==> src/rtl/motorpasso_ram_arbiter_pkg.sv <==
// Shared types and defaults for the two-requester single-port RAM arbiter.
// Latency: n/a (types and constants only).
// Backpressure: n/a.
package motorpasso_ram_arbiter_pkg;

  // Arbiter FSM: GRANTn means requester n had a command accepted in the
  // previous cycle; IDLE means nothing was accepted.
  typedef enum logic [1:0] {
    IDLE   = 2'd0,
    GRANT0 = 2'd1,
    GRANT1 = 2'd2
  } arb_state_t;

  localparam int ADDR_W_DEF   = 13;
  localparam int DATA_W_DEF   = 32;
  localparam int READ_LATENCY = 1;

endpackage

==> src/rtl/motorpasso_ram_arbiter_if.sv <==
// Avalon-MM style requester port: one command bus plus waitrequest/readdatavalid.
// Latency: n/a (bundle only); readdata follows an accepted read by READ_LATENCY.
// Backpressure: waitrequest high holds the master's command in place.
// Modports: master (requester side drives the command), slave (arbiter side answers).
interface motorpasso_ram_arbiter_if
  import motorpasso_ram_arbiter_pkg::*;
#(
  parameter int ADDR_W = ADDR_W_DEF,
  parameter int DATA_W = DATA_W_DEF,
  parameter int BE_W   = DATA_W / 8
) ();

  logic [ADDR_W-1:0] address;
  logic              read;
  logic              write;
  logic [DATA_W-1:0] writedata;
  logic [BE_W-1:0]   byteenable;
  logic              waitrequest;
  logic [DATA_W-1:0] readdata;
  logic              readdatavalid;

  modport master (
    output address, read, write, writedata, byteenable,
    input  waitrequest, readdata, readdatavalid
  );

  modport slave (
    input  address, read, write, writedata, byteenable,
    output waitrequest, readdata, readdatavalid
  );

endinterface

==> src/rtl/motorpasso_rr_pick2.sv <==
// Two-way grant picker: at most one grant, only to a requesting input.
// Latency: combinational.
// Backpressure: n/a; a losing requester simply sees no grant this cycle.
// Ports: req[1:0] in, last_served in (round-robin build only), gnt[1:0] out.
// Build option MOTORPASSO_ARB_FIXED_PRIO_EN: requester 0 always wins, no last_served input.
module motorpasso_rr_pick2 (
  input  logic [1:0] req,
`ifndef MOTORPASSO_ARB_FIXED_PRIO_EN
  input  logic       last_served,
`endif
  output logic [1:0] gnt
);

`ifdef MOTORPASSO_ARB_FIXED_PRIO_EN
  assign gnt[0] = req[0];
  assign gnt[1] = req[1] & ~req[0];
`else
  // On contention the requester that was not served last wins.
  assign gnt[0] = req[0] & (~req[1] | last_served);
  assign gnt[1] = req[1] & (~req[0] | ~last_served);
`endif

endmodule

==> src/rtl/motorpasso_ram_arbiter.sv <==
// Shares one single-port RAM between two Avalon-MM requesters, one command per cycle.
// Latency: command reaches mem_* combinationally in the accept cycle; read data returns 1 cycle later.
// Backpressure: the losing (or not-yet-running) requester sees waitrequest=1 and holds its command.
// Ports: clk, reset (async, active-high); m0/m1 requester slave modports;
//        mem_* single-port RAM side (mem_readdata valid one cycle after the address cycle); busy.
// Build option MOTORPASSO_ARB_FIXED_PRIO_EN: fixed priority to requester 0 instead of round-robin.
module motorpasso_ram_arbiter
  import motorpasso_ram_arbiter_pkg::*;
#(
  parameter int ADDR_W = ADDR_W_DEF,
  parameter int DATA_W = DATA_W_DEF,
  parameter int BE_W   = DATA_W / 8
) (
  input  logic                   clk,
  input  logic                   reset,
  motorpasso_ram_arbiter_if.slave m0,
  motorpasso_ram_arbiter_if.slave m1,
  output logic [ADDR_W-1:0]      mem_address,
  output logic                   mem_chipselect,
  output logic                   mem_write,
  output logic [DATA_W-1:0]      mem_writedata,
  output logic [BE_W-1:0]        mem_byteenable,
  output logic                   mem_clken,
  input  logic [DATA_W-1:0]      mem_readdata,
  output logic                   busy
);

  arb_state_t state_q, state_d;
  logic       run_q;       // low from reset until the first clk edge after release
  logic       rd_vld_q;    // a read was accepted last cycle
  logic       rd_owner_q;  // requester that owns that read
  logic [1:0] req, gnt;
  logic       acc, acc_write;

  // Requests are ignored until run_q rises, so no output leaves its reset
  // value before the first clock edge after reset is released.
  assign req = {m1.read | m1.write, m0.read | m0.write} & {2{run_q}};

`ifdef MOTORPASSO_ARB_FIXED_PRIO_EN
  motorpasso_rr_pick2 u_pick (
    .req (req),
    .gnt (gnt)
  );
`else
  logic last_served_q, last_served;

  // The FSM state already records who was accepted last cycle; the stored
  // copy only carries the answer across IDLE stretches.
  always_comb begin
    last_served = last_served_q;
    if (state_q == GRANT0) last_served = 1'b0;
    else if (state_q == GRANT1) last_served = 1'b1;
  end

  always_ff @(posedge clk or posedge reset) begin
    if (reset) last_served_q <= 1'b1;
    else       last_served_q <= last_served;
  end

  motorpasso_rr_pick2 u_pick (
    .req         (req),
    .last_served (last_served),
    .gnt         (gnt)
  );
`endif

  // A grant is only ever given to a requesting port, so grant == acceptance.
  assign acc       = |gnt;
  assign acc_write = gnt[1] ? m1.write : m0.write;  // read+write together counts as a write

  always_comb begin
    state_d = IDLE;
    if (gnt[0])      state_d = GRANT0;
    else if (gnt[1]) state_d = GRANT1;
  end

  always_ff @(posedge clk or posedge reset) begin
    if (reset) begin
      run_q      <= 1'b0;
      state_q    <= IDLE;
      rd_vld_q   <= 1'b0;
      rd_owner_q <= 1'b0;
    end else begin
      run_q    <= 1'b1;
      state_q  <= state_d;
      rd_vld_q <= acc & ~acc_write;
      if (acc) rd_owner_q <= gnt[1];
    end
  end

  assign mem_address    = gnt[1] ? m1.address    : m0.address;
  assign mem_writedata  = gnt[1] ? m1.writedata  : m0.writedata;
  assign mem_byteenable = gnt[1] ? m1.byteenable : m0.byteenable;
  assign mem_chipselect = acc;
  assign mem_write      = acc & acc_write;
  assign mem_clken      = run_q;

  assign m0.waitrequest   = ~gnt[0];
  assign m1.waitrequest   = ~gnt[1];
  assign m0.readdata      = mem_readdata;
  assign m1.readdata      = mem_readdata;
  assign m0.readdatavalid = rd_vld_q & ~rd_owner_q;
  assign m1.readdatavalid = rd_vld_q &  rd_owner_q;

  assign busy = (|req) | rd_vld_q;

endmodule

==> src/flat_wrapper.sv <==
// flat-port wrapper written by rule: the top's interface ports become plain ports
module motorpasso_ram_arbiter_flat import motorpasso_ram_arbiter_pkg::*;
#(
  parameter int ADDR_W = ADDR_W_DEF,
  parameter int DATA_W = DATA_W_DEF,
  parameter int BE_W   = DATA_W / 8
)
  (clk, reset, mem_address, mem_chipselect, mem_write, mem_writedata, mem_byteenable, mem_clken, mem_readdata, busy, m0_address, m0_read, m0_write, m0_writedata, m0_byteenable, m0_waitrequest, m0_readdata, m0_readdatavalid, m1_address, m1_read, m1_write, m1_writedata, m1_byteenable, m1_waitrequest, m1_readdata, m1_readdatavalid);
  motorpasso_ram_arbiter_if #(.ADDR_W(ADDR_W), .DATA_W(DATA_W), .BE_W(BE_W)) m0_i ();
  motorpasso_ram_arbiter_if #(.ADDR_W(ADDR_W), .DATA_W(DATA_W), .BE_W(BE_W)) m1_i ();
  input  logic clk;
  input  logic reset;
  output logic [ADDR_W-1:0] mem_address;
  output logic mem_chipselect;
  output logic mem_write;
  output logic [DATA_W-1:0] mem_writedata;
  output logic [BE_W-1:0] mem_byteenable;
  output logic mem_clken;
  input  logic [DATA_W-1:0] mem_readdata;
  output logic busy;
  input wire logic [$bits(m0_i.address)-1:0] m0_address;
  input wire logic [$bits(m0_i.read)-1:0] m0_read;
  input wire logic [$bits(m0_i.write)-1:0] m0_write;
  input wire logic [$bits(m0_i.writedata)-1:0] m0_writedata;
  input wire logic [$bits(m0_i.byteenable)-1:0] m0_byteenable;
  output wire logic [$bits(m0_i.waitrequest)-1:0] m0_waitrequest;
  output wire logic [$bits(m0_i.readdata)-1:0] m0_readdata;
  output wire logic [$bits(m0_i.readdatavalid)-1:0] m0_readdatavalid;
  input wire logic [$bits(m1_i.address)-1:0] m1_address;
  input wire logic [$bits(m1_i.read)-1:0] m1_read;
  input wire logic [$bits(m1_i.write)-1:0] m1_write;
  input wire logic [$bits(m1_i.writedata)-1:0] m1_writedata;
  input wire logic [$bits(m1_i.byteenable)-1:0] m1_byteenable;
  output wire logic [$bits(m1_i.waitrequest)-1:0] m1_waitrequest;
  output wire logic [$bits(m1_i.readdata)-1:0] m1_readdata;
  output wire logic [$bits(m1_i.readdatavalid)-1:0] m1_readdatavalid;
  assign m0_i.address = m0_address;
  assign m0_i.read = m0_read;
  assign m0_i.write = m0_write;
  assign m0_i.writedata = m0_writedata;
  assign m0_i.byteenable = m0_byteenable;
  assign m0_waitrequest = m0_i.waitrequest;
  assign m0_readdata = m0_i.readdata;
  assign m0_readdatavalid = m0_i.readdatavalid;
  assign m1_i.address = m1_address;
  assign m1_i.read = m1_read;
  assign m1_i.write = m1_write;
  assign m1_i.writedata = m1_writedata;
  assign m1_i.byteenable = m1_byteenable;
  assign m1_waitrequest = m1_i.waitrequest;
  assign m1_readdata = m1_i.readdata;
  assign m1_readdatavalid = m1_i.readdatavalid;
  motorpasso_ram_arbiter #(.ADDR_W(ADDR_W), .DATA_W(DATA_W), .BE_W(BE_W)) u_core (.clk(clk), .reset(reset), .m0(m0_i), .m1(m1_i), .mem_address(mem_address), .mem_chipselect(mem_chipselect), .mem_write(mem_write), .mem_writedata(mem_writedata), .mem_byteenable(mem_byteenable), .mem_clken(mem_clken), .mem_readdata(mem_readdata), .busy(busy));
endmodule
==> config.mk <==
export PLATFORM = sky130hd
export DESIGN_NAME = motorpasso_ram_arbiter_flat
export DESIGN_NICKNAME = d
export VERILOG_FILES = /design/src/rtl/motorpasso_ram_arbiter_pkg.sv /design/src/rtl/motorpasso_ram_arbiter_if.sv /design/src/rtl/motorpasso_rr_pick2.sv /design/src/rtl/motorpasso_ram_arbiter.sv /design/src/flat_wrapper.sv
export SDC_FILE = /design/constraint.sdc
export NUM_CORES = 1
export LEC_CHECK = 0
export BUFFER_PORTS_ARGS = -buffer_cell sky130_fd_sc_hd__buf_2
export CAP_MARGIN = 10
export CELL_PAD_IN_SITES_DETAIL_PLACEMENT = 0
export CELL_PAD_IN_SITES_GLOBAL_PLACEMENT = 1
export CORE_AREA = 2 2 110 91
export DETAILED_ROUTE_END_ITERATION = 7
export DIE_AREA = 0 0 112 93
export PLACE_DENSITY_LB_ADDON = 0.1
export SKIP_CTS_REPAIR_TIMING = 1
export SLEW_MARGIN = 10
export SYNTH_ARGS = -nofsm -noshare
export SYNTH_HDL_FRONTEND = slang
export SYNTH_SLANG_ARGS = --single-unit
export TNS_END_PERCENT = 1
==> constraint.sdc <==
create_clock -name clk -period 2.5 [get_ports clk]
set_clock_uncertainty 0.15 [all_clocks]
set_input_delay 0.25 -clock clk [delete_from_list [all_inputs] [get_ports clk]]
set_output_delay 0.25 -clock clk [all_outputs]
set_load 0.05 [all_outputs]
# Word level (Yosys, flattened, before mapping)
# Cells that the tools add are included.
[word_totals]
register_bits = 6
latchBits = 0
mem_bits_rw = 0
romBits = 0
input_bits = 136
output_inout_bits = 121
word_cells = 36
n_memories = 0
[op_classes]
addsub = 0
mul = 0
div = 0
order_cmp = 0
n_eq_ne = 2
shift = 0
n_mux = 8
bitwise = 19
n_reduce_logical = 2
[ops]
columns = ["op", "n"]
rows = [
  ["$mux 32", 1],
  ["$mux 13", 1],
  ["$not 1->1", 7],
  ["$and 1x1->1", 6],
  ["$or 1x1->1", 5],
  ["$mux 2", 2],
  ["$mux 4", 1],
  ["$reduce_or 2->1", 2],
  ["$mux 1", 3],
  ["$and 2x2->2", 1],
  ["$eq 2x1->1 const B", 1],
  ["$eq 2x2->1 const B", 1],
]

# Depth between registers and ports, before layout
[depth]
ltp_word = 9
ltp_mapped = 5

# By module
# From an unflattened synthesis, not the netlist that was laid out.
[unflattened]
hier_cells = 148
area_unflattened_um2 = 1589.0
[modules_own_cells]
columns = ["module", "instances", "cells_per_inst", "area_each_um2", "seq_area_each_um2"]
rows = [
  ["motorpasso_ram_arbiter", 1, 145, 1570.3, 151.4],
  ["motorpasso_rr_pick2", 1, 3, 18.8, 0.0],
]

# Least setup slack after synthesis
# OpenSTA, ideal clock, no wires.
[synth_path]
kind = "register to output"
from = "register u_core.state_q[1]"
to = "output port mem_write"
arrival_ns = 2.588
required_ns = 2.100
slack_ns = -0.488
path_stages_with_launch = 4
path_cell_list = "dfrtp_1 -> maj3_2 -> and3b_2 -> nor4b_1"
[synth_via]
elab_chain_cells = 8
elab_cells_between_ends = 12
cone_classes = "2 x eq/ne; 3 x mux; 6 x bitwise; 1 x reduce/logical"
[synth_lines]
columns = ["item", "line_no", "text"]
rows = [
  ["start, declared", "motorpasso_ram_arbiter.sv:28", "arb_state_t state_q, state_d;"],
  ["start signal, assigned", "motorpasso_ram_arbiter.sv:85", "state_q <= state_d;"],
  ["$eq 2x2->1", "motorpasso_ram_arbiter.sv:52", "else if (state_q == GRANT1) last_served = 1'b1;"],
  ["$mux 1", "motorpasso_ram_arbiter.sv:52", ""],
  ["$mux 1 (*)", "motorpasso_ram_arbiter.sv:51", "if (state_q == GRANT0) last_served = 1'b0;"],
  ["via u_core.last_served", "motorpasso_ram_arbiter.sv:45", "logic last_served_q, last_served;"],
  ["$not 1->1", "motorpasso_rr_pick2.sv:20", "assign gnt[1] = req[1] & (~req[0] | ~last_served);"],
  ["$or 1x1->1", "motorpasso_rr_pick2.sv:20", ""],
  ["$and 1x1->1", "motorpasso_rr_pick2.sv:20", ""],
  ["$reduce_or 2->1 / $mux 1 (equally long branches)", "motorpasso_ram_arbiter.sv:68, motorpasso_ram_arbiter.sv:69", ""],
  ["$and 1x1->1 (*)", "motorpasso_ram_arbiter.sv:95", "assign mem_write = acc & acc_write;"],
  ["end, declared", "flat_wrapper.sv:15", "output logic mem_write;"],
]
# Mark *: on every way through the listed nets, which the timed path passes. The rest lies on a longest branch.

# Worst setup path after layout
[layout_path]
from = "register u_core.state_q[1]"
to = "output port mem_address[9]"
[layout_via]
elab_chain_cells = 7
elab_cells_between_ends = 8
cone_classes = "2 x eq/ne; 3 x mux; 3 x bitwise"
[layout_lines]
columns = ["item", "line_no", "text"]
rows = [
  ["$eq 2x2->1", "motorpasso_ram_arbiter.sv:52", ""],
  ["$mux 1", "motorpasso_ram_arbiter.sv:52", ""],
  ["$mux 1 (*)", "motorpasso_ram_arbiter.sv:51", ""],
  ["via u_core.last_served", "motorpasso_ram_arbiter.sv:45", ""],
  ["$not 1->1 (*)", "motorpasso_rr_pick2.sv:20", ""],
  ["$or 1x1->1 (*)", "motorpasso_rr_pick2.sv:20", ""],
  ["$and 1x1->1 (*)", "motorpasso_rr_pick2.sv:20", ""],
  ["$mux 13 (*)", "motorpasso_ram_arbiter.sv:91", "assign mem_address = gnt[1] ? m1.address : m0.address;"],
  ["end, declared", "flat_wrapper.sv:13", "output logic [ADDR_W-1:0] mem_address;"],
]
# Marks and branches as above.

==> metrics.txt <==
adder-cell share of the synthesized area=0.00729; clk sink count=6; worst vdd ir=0.000198 V; Fillers=1054; drt first pass iters=3; fmax=421 MHz; RSZ-0062 raised after global routing=no; critical-path cell list=maj3_2, a21oi_4, buf_4, buf_12, mux2_2, buf_2; Synth cell types=22; Port Buffer Count=160; Hold Crit Depth=4; Combinational Power Share=0.698; mux cell area share after synthesis=0.455; Starting Density=0.165; Tcrit/Tclk final=0.951; register area=151 µm²; syn nets=284; Switch Pwr=622 µW; IO Pins=257; cell depth of the worst flop-to-flop path=5; Iter 0 DRT Violations=17; CTS max path bufs=2; Sw Ratio=0.485; CP endpoint kind=primary output; H-Tree Depth=1; floorplan die area=0.0104 mm²; Post-Synthesis Cells=148; Pleak=1.21 nW; die span in y=93 µm; synthesis-to-layout area growth=40.2%; Post-Syn Area per Cell=10.4 µm²; dpl ws=303 ps; Hold Fails Final Rpt=0; Cell Pwr Density=593 mW/mm²; Total Wirelength=5850 µm; CTS tree=done; RR Startpoint=u_core.last_served_q; share of the yosys chip area belonging to registers=0.0981; Clk network pwr share=0.206; std cell rows=32; hold endpoint=u_core.rd_vld_q; CP arrival=1980 ps; routed vias/inst=3.62; detailed placement HPWL=4870 µm; CP max stage cell=maj3_2; Die Wd=112 µm; status=completed; reg2reg setup slack=890 ps; dominant cell type by area after synthesis=mux2_4; Multi-input gate area=851 µm²; Sequential Power Share=0.096; Root Buffer=clkbuf_16; Antenna Cells=0; post-synthesis simple-gate area fraction=0.0527; Clock Latency Late Sink=230 ps; DRC=0; Slew Limit Fails=0; Yosys reg bits=6; share of layout cells above drive strength 1=0.904; Synth Area in XOR/XNOR=0; Synth Area in Compound Gates=0.0300; vias in the first global route=1282; CP Buf/Inv Count=3; setup tns final=0 ps; yosys warns=0; max-cap violation count=0; core area=0.00937 mm²; Setup Viol. Count Final=0; Cell Area, Synth=0.00154 mm²; Clock Pin Slew Worst Setup and Hold Paths=30 ps; GRT overflow=0; nets@finish=388; via count=1340; drt wl/cell=15.8 µm; largest net degree at the start of global routing=29; power consumption=1.28 mW; critical-path maximum fanout=12; CP max stage delay=360 ps; ANT nets after route=0; initial antenna violation count=0; CP startpoint kind=flop; main combinational cell family by area after synthesis=multiplexers; Int Power=661 µW; Synth area leaders=mux2_4 (39%), buf_4 (31%), dfrtp_1 (8.1%), mux2_2 (6.6%), buf_6 (3.6%); HP Start=m0_read; Synth top area share=0.389; min cycle time layout=2380 ps; CTS Buf Count=3; first-pass GRT wire length=7850 µm; FF-to-FF End=u_core.rd_owner_q; Final Worst Setup Slack=123 ps; Critical Path RT=2100 ps; final RePlAce weighted congestion=0.727; Top delay family on crit path=buffers and inverters; GR Util All Layers=0.0955; WS Path Type=flop to primary output; Hold WC Path Type=input port to flop
==> metrics by stage <==
| step | hold WS (ps) | util | area [µm²] | std cells |
|---|---|---|---|---|
| 6_report | 316 | 0.231 | 2160 | 370 |
| 5_1_grt | 350 | 0.231 | 2160 | 370 |
| 4_1_cts | -211 | 0.222 | 2080 | 364 |
| 3_5_place_dp | 29.9 | 0.214 | 2000 | 360 |
| 3_3_place_gp | 30.1 | 0.214 | 2000 | 360 |
| 2_1_floorplan | -110 | - | 1550 | 148 |
==> registers in the layout (all words and copies together), names as in the netlist <==
name and cells:
u_core.rd_owner_q 1, u_core.state_q 2, u_core.last_served_q 1, u_core.rd_vld_q 1, u_core.mem_clken 1
==> cells by family after synthesis <==
logic type	after synthesis
flops	6
simple gates	14
fa+ha+maj	1
buf+inv	72
compound gates	5
other cells	1
mux	49
==> layer usage <==
layer / GRT usage / vias up / share of wire
li1: - / 639 / -
met1: 0.111 / 588 / 0.37
met2: 0.170 / 98 / 0.52
met3: 0.0324 / 15 / 0.099
met4: 0.0234 / 0 / 0.010
met5: 0 / - / 0
==> cell usage in the layout, fill, tap and decap left out, drive strengths merged, types with 2 or more instances in the layout <==
master  instances
mux2           49
o31a            2
or2             3
clkbuf          6
dfrtp           5
buf           165
nor2            4
inv             3
==> worst min-delay path, stage by stage <==
cell	delay (ps)
buf_2	90
nor2_1	40
nor3_1	120
o31a_1	160
==> final cells by class <==
| class | count | share of cell area |
|---|---|---|
| timing repair buffer | 168 | 0.427 |
| multi-input combinational | 70 | 0.393 |
| sequential | 6 | 0.0699 |
| tap | 119 | 0.0688 |
| clock buffer | 4 | 0.0364 |
| inverter | 3 | 0.00520 |
==> power by group through the flow <==
stage | clock (mW) | sequential, mW | combinational (mW)
final | 0.265 | 0.123 | 0.896
after global routing | 0.275 | 0.127 | 0.937
after CTS | 0.269 | 0.124 | 0.871
after detailed placement | 0 | 0.125 | 0.870
after global placement | 0 | 0.125 | 0.873
after floorplan | 0 | 0.125 | 0.945
==> worst max-delay path by stage <==
| stage | start | end | depth (start not counted) |
|---|---|---|---|
| floorplan | u_core.state_q[1] | mem_write | 3 |
| global placement | u_core.state_q[1] | mem_byteenable[3] | 5 |
| detailed placement | u_core.state_q[1] | mem_writedata[31] | 5 |
| CTS | u_core.state_q[1] | mem_writedata[31] | 5 |
| global route | u_core.state_q[1] | mem_address[9] | 6 |
| finish | u_core.state_q[1] | mem_address[9] | 6 |
==> cells in the mapped netlist <==
cell type,instances
buf_4,64
nand2_1,1
a21o_1,1
buf_6,5
conb_1,1
nor3b_1,1
mux2_2,9
nor3_1,1
maj3_2,1
mux2_4,40
o31a_1,2
o21ai_0,1
nor2b_1,1
and3b_2,1
a21oi_4,1
dfstp_2,1
nor4b_1,1
nor2_1,4
dfrtp_1,5
and2_1,1
or2_2,3
inv_1,3
No activity file was read; power rests on OpenSTA's default activity.
